===== src/rtl/if_fetch_queue.sv =====
// Decoupled IF stage: PC generator, in-order multi-outstanding fetch on the sram-like
// inst bus, and a small instruction queue feeding ID. Flushes cancel in-flight responses by counting.
module if_fetch_queue #(
    parameter int          IQ_DEPTH  = 4,
    parameter int          MAX_OUTST = 2,
    parameter logic [31:0] RESET_PC  = 32'hbfc00000,
    parameter logic [4:0]  EXC_ADEL  = 5'h04
) (
    input  logic        clk,
    input  logic        reset,
    input  logic        i_flush_valid,
    input  logic [31:0] i_flush_pc,
    input  logic        i_ds_allowin,
    output logic        o_fs_to_ds_valid,
    output logic [69:0] o_fs_to_ds_bus,
    output logic        o_inst_sram_req,
    output logic        o_inst_sram_wr,
    output logic [1:0]  o_inst_sram_size,
    output logic [3:0]  o_inst_sram_wstrb,
    output logic [31:0] o_inst_sram_addr,
    output logic [31:0] o_inst_sram_wdata,
    input  logic        i_inst_sram_addr_ok,
    input  logic        i_inst_sram_data_ok,
    input  logic [31:0] i_inst_sram_rdata
);

    localparam int OW = $clog2(MAX_OUTST + 1);
    localparam int CW = $clog2(IQ_DEPTH) + 1;
    localparam int QW = $clog2(IQ_DEPTH);
    localparam int FW = (MAX_OUTST > 1) ? $clog2(MAX_OUTST) : 1;
    localparam int SW = CW + 2;

    logic [31:0]   r_pc;
    logic [OW-1:0] r_outst;
    logic [OW-1:0] r_cancel;
    logic          r_halt;

    logic [69:0]   r_q [IQ_DEPTH];
    logic [QW-1:0] r_q_wr;
    logic [QW-1:0] r_q_rd;
    logic [CW-1:0] r_count;

    logic [31:0]   r_fpc [MAX_OUTST];
    logic [FW-1:0] r_f_wr;
    logic [FW-1:0] r_f_rd;

    logic          w_aligned;
    logic [SW-1:0] w_occ;
    logic          w_req;
    logic          w_accept;
    logic          w_data_push;
    logic          w_exc_push;
    logic          w_push;
    logic          w_pop;
    logic          w_valid;
    logic [69:0]   w_push_entry;
    logic [FW-1:0] w_f_wr_next;
    logic [FW-1:0] w_f_rd_next;

    // Cancelled responses still occupy a reserved slot until they return.
    assign w_aligned = (r_pc[1:0] == 2'b00);
    assign w_occ     = SW'(r_outst) + SW'(r_cancel) + SW'(r_count);
    assign w_req     = !reset && !i_flush_valid && !r_halt && w_aligned
                       && (r_outst < OW'(MAX_OUTST)) && (w_occ < SW'(IQ_DEPTH));
    assign w_accept  = w_req && i_inst_sram_addr_ok;

    assign w_data_push = i_inst_sram_data_ok && (r_cancel == '0) && !i_flush_valid;
    assign w_exc_push  = !i_flush_valid && !w_aligned && !r_halt && (r_cancel == '0)
                         && (r_count < CW'(IQ_DEPTH)) && !w_data_push;
    assign w_push      = w_data_push || w_exc_push;
    assign w_valid     = !reset && (r_count != '0);
    assign w_pop       = w_valid && i_ds_allowin;

    assign w_push_entry = w_data_push ? {1'b0, 5'b0, i_inst_sram_rdata, r_fpc[r_f_rd]}
                                      : {1'b1, EXC_ADEL, 32'b0, r_pc};

    assign w_f_wr_next = (r_f_wr == FW'(MAX_OUTST - 1)) ? '0 : r_f_wr + FW'(1);
    assign w_f_rd_next = (r_f_rd == FW'(MAX_OUTST - 1)) ? '0 : r_f_rd + FW'(1);

    assign o_inst_sram_req   = w_req;
    assign o_inst_sram_wr    = 1'b0;
    assign o_inst_sram_size  = 2'h2;
    assign o_inst_sram_wstrb = 4'h0;
    assign o_inst_sram_wdata = 32'h0;
    assign o_inst_sram_addr  = reset ? 32'h0 : r_pc;
    assign o_fs_to_ds_valid  = w_valid;
    assign o_fs_to_ds_bus    = w_valid ? r_q[r_q_rd] : 70'h0;

    // In-flight PC pointers keep running across a flush: the stale entries pop
    // with their cancelled responses, so later requests stay paired with their data.
    always_ff @(posedge clk) begin
        if (reset) begin
            r_pc     <= RESET_PC;
            r_halt   <= 1'b0;
            r_outst  <= '0;
            r_cancel <= '0;
            r_f_wr   <= '0;
            r_f_rd   <= '0;
            r_q_wr   <= '0;
            r_q_rd   <= '0;
            r_count  <= '0;
        end else begin
            if (i_flush_valid) begin
                r_pc   <= i_flush_pc;
                r_halt <= 1'b0;
            end else begin
                if (w_accept)
                    r_pc <= r_pc + 32'd4;
                if (w_exc_push)
                    r_halt <= 1'b1;
            end

            r_outst <= r_outst + OW'(w_accept) - OW'(i_inst_sram_data_ok);

            if (i_flush_valid)
                r_cancel <= r_cancel + r_outst - OW'(i_inst_sram_data_ok);
            else if (i_inst_sram_data_ok && (r_cancel != '0))
                r_cancel <= r_cancel - OW'(1);

            if (w_accept)
                r_f_wr <= w_f_wr_next;
            if (i_inst_sram_data_ok)
                r_f_rd <= w_f_rd_next;

            if (i_flush_valid) begin
                r_q_wr  <= '0;
                r_q_rd  <= '0;
                r_count <= '0;
            end else begin
                if (w_push)
                    r_q_wr <= r_q_wr + QW'(1);
                if (w_pop)
                    r_q_rd <= r_q_rd + QW'(1);
                r_count <= r_count + CW'(w_push) - CW'(w_pop);
            end
        end
    end

    always_ff @(posedge clk) begin
        if (w_accept)
            r_fpc[r_f_wr] <= r_pc;
        if (!reset && w_push)
            r_q[r_q_wr] <= w_push_entry;
    end

endmodule


===== config.mk =====
export PLATFORM = sky130hd
export DESIGN_NAME = if_fetch_queue
export DESIGN_NICKNAME = d
export VERILOG_FILES = /design/src/rtl/if_fetch_queue.sv
export SDC_FILE = /design/constraint.sdc
export NUM_CORES = 1
export LEC_CHECK = 0
export ABC_AREA = 1
export ABC_CLOCK_PERIOD_IN_PS = 4400
export CAP_MARGIN = 30
export CELL_PAD_IN_SITES_DETAIL_PLACEMENT = 0
export CELL_PAD_IN_SITES_GLOBAL_PLACEMENT = 1
export CORE_MARGIN = 1
export CORE_UTILIZATION = 39
export CTS_CLUSTER_SIZE = 12
export DETAILED_ROUTE_END_ITERATION = 6
export GPL_TIMING_DRIVEN = 1
export PLACE_DENSITY_LB_ADDON = 0.3
export SKIP_LAST_GASP = 1
export SYNTH_ARGS = -nofsm -noshare
export SYNTH_HDL_FRONTEND = slang
export SYNTH_SLANG_ARGS = --single-unit

===== constraint.sdc =====
create_clock -name clk -period 4.4 [get_ports clk]
set_input_delay 0.66 -clock clk [delete_from_list [all_inputs] [get_ports clk]]
set_output_delay 0.66 -clock clk [all_outputs]
set_load 0.02 [all_outputs]

; After elaboration in Yosys (flattened, before gate mapping)
; Memory sizes are Yosys's and may differ from the RTL's. A register that Yosys moved wholly into a read port is not among the register bits.
; Cells that the tools add are included.
; Widths: inputs -> output; s select.
[op_classes]
mul = 0
n_shift = 0
mux = 17
n_bitwise = 0
reduce_logical = 30
div = 0
order_cmp = 3
n_addsub = 14
eq_ne = 0
[ops]
columns = operator, n
row1 = $mux 70, 2
row2 = $mux 32, 3
row3 = $add 32x3->32 const B, 1
row4 = $logic_and 1x1->1, 17
row5 = $mux 1, 8
row6 = $mux 2, 4
row7 = $reduce_bool 2->1, 3
row8 = $logic_not 1->1, 5
row9 = $add 2x1->2 const B, 2
row10 = $add 3x3->4, 1
row11 = $logic_not 2->1, 2
row12 = $lt 4x3->1 const B, 1
row13 = $sub 2x1->2, 2
row14 = $add 2x2->3, 1
row15 = $add 3x1->3, 1
row16 = $lt 3x3->1 const B, 1
row17 = $reduce_bool 3->1, 1
row18 = $sub 3x1->3, 1
row19 = $add 1x1->1 const B, 2
row20 = $add 2x1->2, 1
row21 = $add 2x2->2, 1
row22 = $lt 2x2->1 const B, 1
row23 = $reduce_or 2->1, 1
row24 = $sub 2x1->2 const B, 1
row25 = $logic_or 1x1->1, 1
[word_totals]
wordCells = 75
mem_bits_rw = 344
latch_bits = 0
register_bits = 46
romBits = 0
n_memories = 2
[mem_list]
columns = name, words, width, rd, rd_clocked_by_memory_dff, write_ports, line
row1 = r_q, 4, 70, 1, 1, 1, 38  ; logic [69:0] r_q [IQ_DEPTH];
row2 = r_fpc, 2, 32, 1, 1, 1, 43  ; logic [31:0] r_fpc [MAX_OUTST];

; Logic depth before layout (Yosys ltp)
; Gate-level depths: netlist of the first run.
[logic_depth]
word_depth = 11
mapped_depth = 16
depth_no_buf = 16

; Worst setup path before layout of the first run
; Ideal clock, no wire load.
[synth_path]
kind = input to register
from = input i_flush_valid
to = memory r_q[0][0], enable pin
arrival_ns = 3.954
path_slack_ns = -0.043
required_ns = 3.912
stages = 7
setup_ns = 0.488
cell_sequence = nor2_1 > inv_1 > nor2_1 > inv_2 > nand2_1 > nand2_1 > nor2_1
[synth_via]
elab_chain_len = 10
[synth_rtl]
columns = element, line
row1 = "start, declared", 11  ; input logic i_flush_valid,
row2 = $logic_not 1->1 (*), "67, 68"
row3 = $logic_and 1x1->1 (3 in series), 68  ; assign w_exc_push = !i_flush_valid && !w_aligned && !r_halt && (r_cancel == '0)
row4 = $logic_and 1x1->1 (2 in series), 69  ; && (r_count < CW'(IQ_DEPTH)) && !w_data_push;
row5 = $logic_or 1x1->1 (*), 70  ; assign w_push = w_data_push || w_exc_push;
row6 = $logic_and 1x1->1 (*), 142  ; if (!reset && w_push)
row7 = $mux 1 (*), 142
row8 = $mux 1 (not written as such) (*), 143  ; r_q[r_q_wr] <= w_push_entry;
row9 = "end, declared", 38
; Every way passes the cells marked *; elsewhere a longest branch is shown, timed or not.

; Worst setup path in the final report of the first run
[layout_path]
from = register r_outst[1]
to = output o_inst_sram_req
[layout_via]
elab_chain_len = 4
[layout_rtl]
columns = element, line
row1 = "start, declared", 34  ; logic [OW-1:0] r_outst;
row2 = "start signal, assigned", 113  ; r_outst <= r_outst + OW'(w_accept) - OW'(i_inst_sram_data_ok);
row3 = $add 2x2->3, 62  ; assign w_occ = SW'(r_outst) + SW'(r_cancel) + SW'(r_count);
row4 = $add 3x3->4, 62
row5 = $lt 4x3->1, 64  ; && (r_outst < OW'(MAX_OUTST)) && (w_occ < SW'(IQ_DEPTH));
row6 = $logic_and 1x1->1 (*), 64
row7 = "end, declared", 16  ; output logic o_inst_sram_req,
; Marked as above.

==> results of run 1 <==
[registers in the layout, summed over array words and instances, names as in the netlist, named ones only]
signal	cells
r_cancel	2
r_count	3
r_f_rd	1
r_f_wr	1
r_fpc	64
r_halt	1
r_outst	2
r_pc	32
r_q	260
r_q_rd	2
r_q_wr	2
[critical path, stage by stage, from the launching register on]
cell	delay (ns)
dfxtp_1	0.40
inv_1	0.09
fa_1	0.46
o21bai_1	0.18
fa_1	0.49
nand3_1	0.20
nor2_4	0.18
clkdlybuf4s50_1	0.64
[layout make-up]
class	instances	area (µm²)
clock inverters	13	118.9
multi-input cells	1002	4717
repair buffers	195	1919
fillers	3827	21480
clock buffers	59	1114
flip-flops and latches	373	10720
well taps	532	665.6
inverters	150	565.5
[report_power, final]
part	switching (mW)	leakage [nW]	internal [mW]	total [mW]
sequential	0.0644	3.42	3.98	4.05
clock	1.30	0.597	1.87	3.17
combinational	0.491	3.24	0.257	0.747
[logic make-up after synthesis]
logic type                 count (synthesis)
AOI/OAI and AO/OA                        333
xor gates and xnor gates                  19
adders and majority gates                 17
buffers and inverters                    278
DFF                                      373
other                                      2
and+or+nand+nor                          590
[layout by cell type (no fill, tap or decap), types with 5 or more instances in the layout]
| cell type | count |
|---|---|
| nand3_1 | 26 |
| buf_4 | 23 |
| nand2_1 | 149 |
| clkbuf_16 | 41 |
| ha_1 | 14 |
| xor2_1 | 15 |
| clkbuf_1 | 16 |
| clkdlybuf4s50_1 | 168 |
| conb_1 | 43 |
| nor2_1 | 389 |
| inv_1 | 146 |
| nor2_4 | 8 |
| dfxtp_1 | 46 |
| o21ai_1 | 8 |
| clkinv_1 | 6 |
| o21ai_0 | 185 |
| a31oi_1 | 5 |
| o211ai_1 | 33 |
| a21oi_1 | 94 |
| edfxtp_1 | 324 |
[worst paths after layout]
check	startpoint	to	slack (ns)	cells after the start
worst max-delay path	r_outst[1]	o_inst_sram_req	0.57	7
worst min-delay path	r_pc[31]	r_fpc[1][31]	0.45	0
worst max register to register	r_outst[1]	r_outst[1]	1.26	13
worst min register to register	r_pc[31]	r_fpc[1][31]	0.45	0
[layer usage]
layer,wire length [µm],part of all wire,track usage
met4,772,0.019,0.05006
met3,1893,0.047,0.02738
met1,19060,0.47,0.2634
met2,18420,0.46,0.2983
met5,0,0,0
==> impl_results.md, run 1 <==
* Final total power at 7.961 mW
* Cell Count, Final, Fillers Out at 2,324
* Post-Synth XOR/XNOR Area at 0.01008
* Post-synth top area cell: edfxtp_1
* Initial antenna violation count at 0
* Largest family of logic cells by synthesized area: simple AND/OR/NAND/NOR gates
* RD Place Congestion at 0.8390
* Worst hold path type: reg -> reg
* Largest net degree at the start of global routing at 66
* Worst setup EP type: output port
* Die W at 207.7 µm
* Fmax at 261.1 MHz
* Clock latency on the worst-skew pair at 0.54 ns
* Yosys warnings at 0
* Vias per cell at 4.853
* Initial Util at 0.3996
* Final net count at 1,849
* Slew HR at 0.3912
* Total track usage at 0.1859
* Grt total ovfl at 0
* Post-CTS setup buffers at 0
* Post-placement cell area at 18,580 µm²
* Fin util at 0.4799
* Post-Syn Area per Cell at 10.24 µm²
* Hold buffers post-CTS at 0
* I/O pin total at 213
* CTS tree: yes
* Final instance area at 19,820 µm²
* Core footprint at 41,290 µm²
* CTS root buf: clkbuf_16
* Std-Cell Rows at 74
* Data required, critical path at 3.74 ns
* Mapped Area at 16,500 µm²
* Final setup TNS at 0 ns
* First drt pass iteration count at 6
* H-tree depth at 2
* Clock transition at the registers of the reported paths at 0.05 ns
* Port Buffer Count at 169
* Total wire length at 40,150 µm
* Cell area power density at 401.7 nW/µm²
* Static Leak at 7.253 nW
* Layout cells sized above 1 at 0.05859
* CP Class: reg -> out
* Synth cell count leaders: 396 x nor2_1, 324 x edfxtp_1, 185 x o21ai_0, 149 x nand2_1, 148 x inv_1
* Synth top area share at 0.5895
* CTS Buf Count at 40
* Max Fanout on Critical Path at 5
* Asr flop ratio synth at 0
* CP Launch Type: flop
* First-pass GRT wire length at 62,600 µm
* Post-Synth Adder-Cell Area at 0.01425
* Status: complete, no violations
* EDFF count, synth at 324
* Seq cells post-synth at 373
* HPWL Detailed at 25,970 µm
* Drt wl/cell at 17.28 µm
* Worst-Margin Slew at 0.9132 ns
* Final setup vio count at 0
* Most frequent cell after synthesis: nor2_1
* RSZ-0062 raised after global routing: no
* Area fraction in compound gates after synthesis at 0.1077
* Synth Area in Simple Gates at 0.1414
* Resized cells post-CTS at 0
* Number of diodes at 0
* Slew Viols, Final at 0
* Die area at 43,140 µm²
* Mux cell area share after synthesis at 0
* Crit path DAT at 3.17 ns
* Pre-CTS setup slack at 1.121 ns
* DRC at 0
* Final setup margin at 0.5705 ns
* Final hold violation count at 0
* Min cycle time layout at 3.829 ns
* Placed insts at 2,252
* Maximum VDD drop at 0.0002096 V
* Hold_ws at 0.4498 ns
* Clock skew at 0.02254 ns
* Antenna-violating nets left at 0
* Vias in the first global route at 11,082
* Top FF cell, synth: edfxtp_1
* Netlist cell types at 35
* Final period util at 0.8703
* Synthesis-to-layout area growth at 20.08%
* Die Ht at 207.7 µm
* Sequential fraction of the synthesis area at 0.6490
* Max-Cap Viols at 0
* Synth Instances at 1,612
* Synth top area cells: edfxtp_1 59%, nor2_1 9.0%, dfxtp_1 5.9%, o21ai_0 5.6%, nand2_1 3.4%
* DR vias at 11,278
* Clock buffer depth at 3
* Iter 0 DRT Violations at 738
* TritonCTS Sinks at 373
Power figures use the tool's default switching activity.
==> run 2, diff against run 1 <==
--- a/config.mk
+++ b/config.mk
@@ -6,17 +6,16 @@
 export NUM_CORES = 1
 export LEC_CHECK = 0
 export ABC_AREA = 1
-export ABC_CLOCK_PERIOD_IN_PS = 4400
+export ABC_CLOCK_PERIOD_IN_PS = 4700
 export CAP_MARGIN = 30
 export CELL_PAD_IN_SITES_DETAIL_PLACEMENT = 0
 export CELL_PAD_IN_SITES_GLOBAL_PLACEMENT = 1
 export CORE_MARGIN = 1
-export CORE_UTILIZATION = 39
+export CORE_UTILIZATION = 45
 export CTS_CLUSTER_SIZE = 12
 export DETAILED_ROUTE_END_ITERATION = 6
 export GPL_TIMING_DRIVEN = 1
 export PLACE_DENSITY_LB_ADDON = 0.3
-export SKIP_LAST_GASP = 1
 export SYNTH_ARGS = -nofsm -noshare
 export SYNTH_HDL_FRONTEND = slang
 export SYNTH_SLANG_ARGS = --single-unit
==> constraint.sdc (replaced) <==
create_clock -name clk -period 4.7 [get_ports clk]
set_input_delay 0.705 -clock clk [delete_from_list [all_inputs] [get_ports clk]]
set_output_delay 0.705 -clock clk [all_outputs]
set_load 0.02 [all_outputs]
==> run 2 against run 1 <==
Effect of this change: the flow now finishes with violations (DRC); design area is 0.19% lower; sequential share of layout area increased by 0.10 points; combinational power shrank 5.8%; global-route usage grew 2.2 points; largest power group unchanged.
==> impl_results.md, run 2 (same netlist as run 1, synthesis figures left out) <==
* CTS Buf Count at 39 (was 40)
* R2R cell count at 13 (unchanged)
* Clk pwr share at 0.393 (was 0.398)
* Core footprint at 35,830 µm² (was 41,290 µm²)
* Maximum VDD drop at 0.0002330 V (was 0.0002096 V)
* Sw Pwr at 1.683 mW (was 1.853 mW)
* Final net count at 1,847 (was 1,849)
* R2r endpoint: r_outst[1] (unchanged)
* Placed insts at 2,180 (was 2,252)
* TritonCTS Sinks at 373 (unchanged)
* Initial antenna violation count at 0 (unchanged)
* Die area at 37,440 µm² (was 43,140 µm²)
* Antenna-violating nets left at 0 (unchanged)
* R2r setup slk at 1.52 ns (was 1.26 ns)
* Clock latency on the worst-skew pair at 0.51 ns (was 0.54 ns)
* Cell area power density at 373.7 nW/µm² (was 401.7 nW/µm²)
* Final setup TNS at 0 ns (unchanged)
* Max-Cap Viols at 0 (unchanged)
* Min cycle time layout at 4.022 ns
* Clock skew at 0.01512 ns (was 0.02254 ns)
* Commonest non-fill, non-tap cell in the layout: nor2_1 (unchanged)
* Failing checks: DRC
* Slew HR at 0.3996 (was 0.3912)
* I/O pin total at 213 (unchanged)
* Total track usage at 0.2076 (was 0.1859)
* Reg power frac at 0.512 (was 0.508)
* Clock transition at the registers of the reported paths at 0.06 ns (was 0.05 ns)
* CP Class: reg -> out (unchanged)
* CTS root buf: clkbuf_16 (unchanged)
* Worst setup EP type: output port (unchanged)
* Internal at 5.709 mW (was 6.108 mW)
* Layout cells sized above 1 at 0.05764 (was 0.05859)
* DR vias at 11,360 (was 11,278)
* Fmax at 248.6 MHz
* Largest registers: r_q: 260 flops, r_fpc: 64 flops, r_pc: 32 flops (unchanged)
* Combinational power share at 0.095 (was 0.094)
* Hold buffers post-CTS at 0 (unchanged)
* CP endpoint: o_fs_to_ds_bus[12] (was o_inst_sram_req)
* Std-Cell Rows at 69 (was 74)
* Final period util at 0.8558
* Final setup margin at 0.6775 ns (was 0.5705 ns)
* Register with the most flip-flops: r_q (unchanged)
* DRC at 11 (was 0)
* Largest net degree at the start of global routing at 75 (was 66)
* Most frequent cells in the layout: 389 x nor2_1, 324 x edfxtp_1, 185 x o21ai_0 (unchanged)
* Initial Util at 0.4606 (was 0.3996)
* H-tree depth at 2 (unchanged)
* Hold_ws at 0.4627 ns (was 0.4498 ns)
* Vias per cell at 5.053 (was 4.853)
* Final hold violation count at 0 (unchanged)
* Slew Viols, Final at 0 (unchanged)
* First drt pass iteration count at 7 (was 6)
* HPWL Detailed at 25,290 µm (was 25,970 µm)
* Synthesis-to-layout area growth at 19.85% (was 20.08%)
* Vias in the first global route at 10,999 (was 11,082)
* Clock buffer depth at 3 (unchanged)
* Die Ht at 193.5 µm (was 207.7 µm)
* Worst Hold Launch: r_pc[31] (unchanged)
* Pre-CTS setup slack at 0.8463 ns (was 1.121 ns)
* Max reg flops at 260 (unchanged)
* Crit path from: r_count[1] (was r_outst[1])
* Resized cells post-CTS at 0 (unchanged)
* Worst hold path type: reg -> reg (unchanged)
* Final setup vio count at 0 (unchanged)
* Number of diodes at 0 (unchanged)
* Reg-to-reg critical path startpoint: r_count[1] (was r_outst[1])
* Crit path DAT at 3.32 ns (was 3.17 ns)
* Post-CTS setup buffers at 0 (unchanged)
* RSZ-0062 raised after global routing: no (unchanged)
* Switching fraction of total power at 0.2277 (was 0.2327)
* Iter 0 DRT Violations at 1,093 (was 738)
* Data required, critical path at 3.99 ns (was 3.74 ns)
* Drt wl/cell at 17.31 µm (was 17.28 µm)
* Die W at 193.5 µm (was 207.7 µm)
* Static Leak at 7.256 nW (was 7.253 nW)
* Grt total ovfl at 0 (unchanged)
* Total wire length at 38,920 µm (was 40,150 µm)
* Worst-Margin Slew at 0.8912 ns (was 0.9132 ns)
* First-pass GRT wire length at 60,730 µm (was 62,600 µm)
* CP Launch Type: flop (unchanged)
* Cell Count, Final, Fillers Out at 2,248 (was 2,324)
* CTS tree: yes (unchanged)
* RD Place Congestion at 0.8803 (was 0.8390)
* Max Fanout on Critical Path at 46 (was 5)
* Port Buffer Count at 169 (unchanged)
* Status: complete, but fails checks (was complete, no violations)
[run 2: worst min path at each step]
stage | slack [ns] | end | cells after the start
2_1_floorplan | 0.43 | r_fpc[0][31] | 0
3_3_place_gp | 0.43 | r_fpc[1][31] | 0
3_5_place_dp | 0.45 | r_fpc[1][31] | 0
4_1_cts | 0.47 | r_fpc[0][31] | 0
5_1_grt | 0.48 | r_fpc[0][31] | 0
6_report | 0.46 | r_fpc[1][31] | 0
[run 2: area by class of cell]
cell class	count	area (µm²)
fillers	3113	16050
flip-flops and latches	373	10720
multi-input cells	1002	4717
repair buffers	194	1999
clock buffers	60	1117
well taps	461	576.8
inverters	150	564.3
clock inverters	8	87.58
[run 2: power groups by stage]
stage          clock [mW]  sequential, mW  combinational [mW]
6_report             2.90            3.79               0.704
5_1_grt              3.10            3.79               0.781
4_1_cts              2.96            3.78               0.711
3_5_place_dp            0            3.85               0.708
3_3_place_gp            0            3.86               0.681
2_1_floorplan           0            3.84               0.455
[run 2: metrics by stage]
stage | util | area, µm² | power [mW]
floorplan | - | 16660 | 4.291
global placement | 0.5179 | 18550 | 4.544
detailed placement | 0.5184 | 18570 | 4.561
CTS | 0.5521 | 19780 | 7.456
global route | 0.5521 | 19780 | 7.670
finish | 0.5521 | 19780 | 7.392
[run 2: routing by layer]
| layer | up-vias | routed length (µm) | track usage |
|---|---|---|---|
| li1 | 5627 | - | - |
| met5 | - | 0 | 0 |
| met2 | 347 | 18380 | 0.3451 |
| met4 | 0 | 785 | 0.05511 |
| met3 | 56 | 2102 | 0.02632 |
| met1 | 5330 | 17650 | 0.2877 |
[run 2: critical path, cell delays in order, from the launching register on]
cell	delay (ns)
dfxtp_1	0.45
nor2_1	0.07
a21oi_1	0.43
inv_2	0.36
buf_4	0.43
a21oi_1	0.37
clkdlybuf4s50_1	0.68
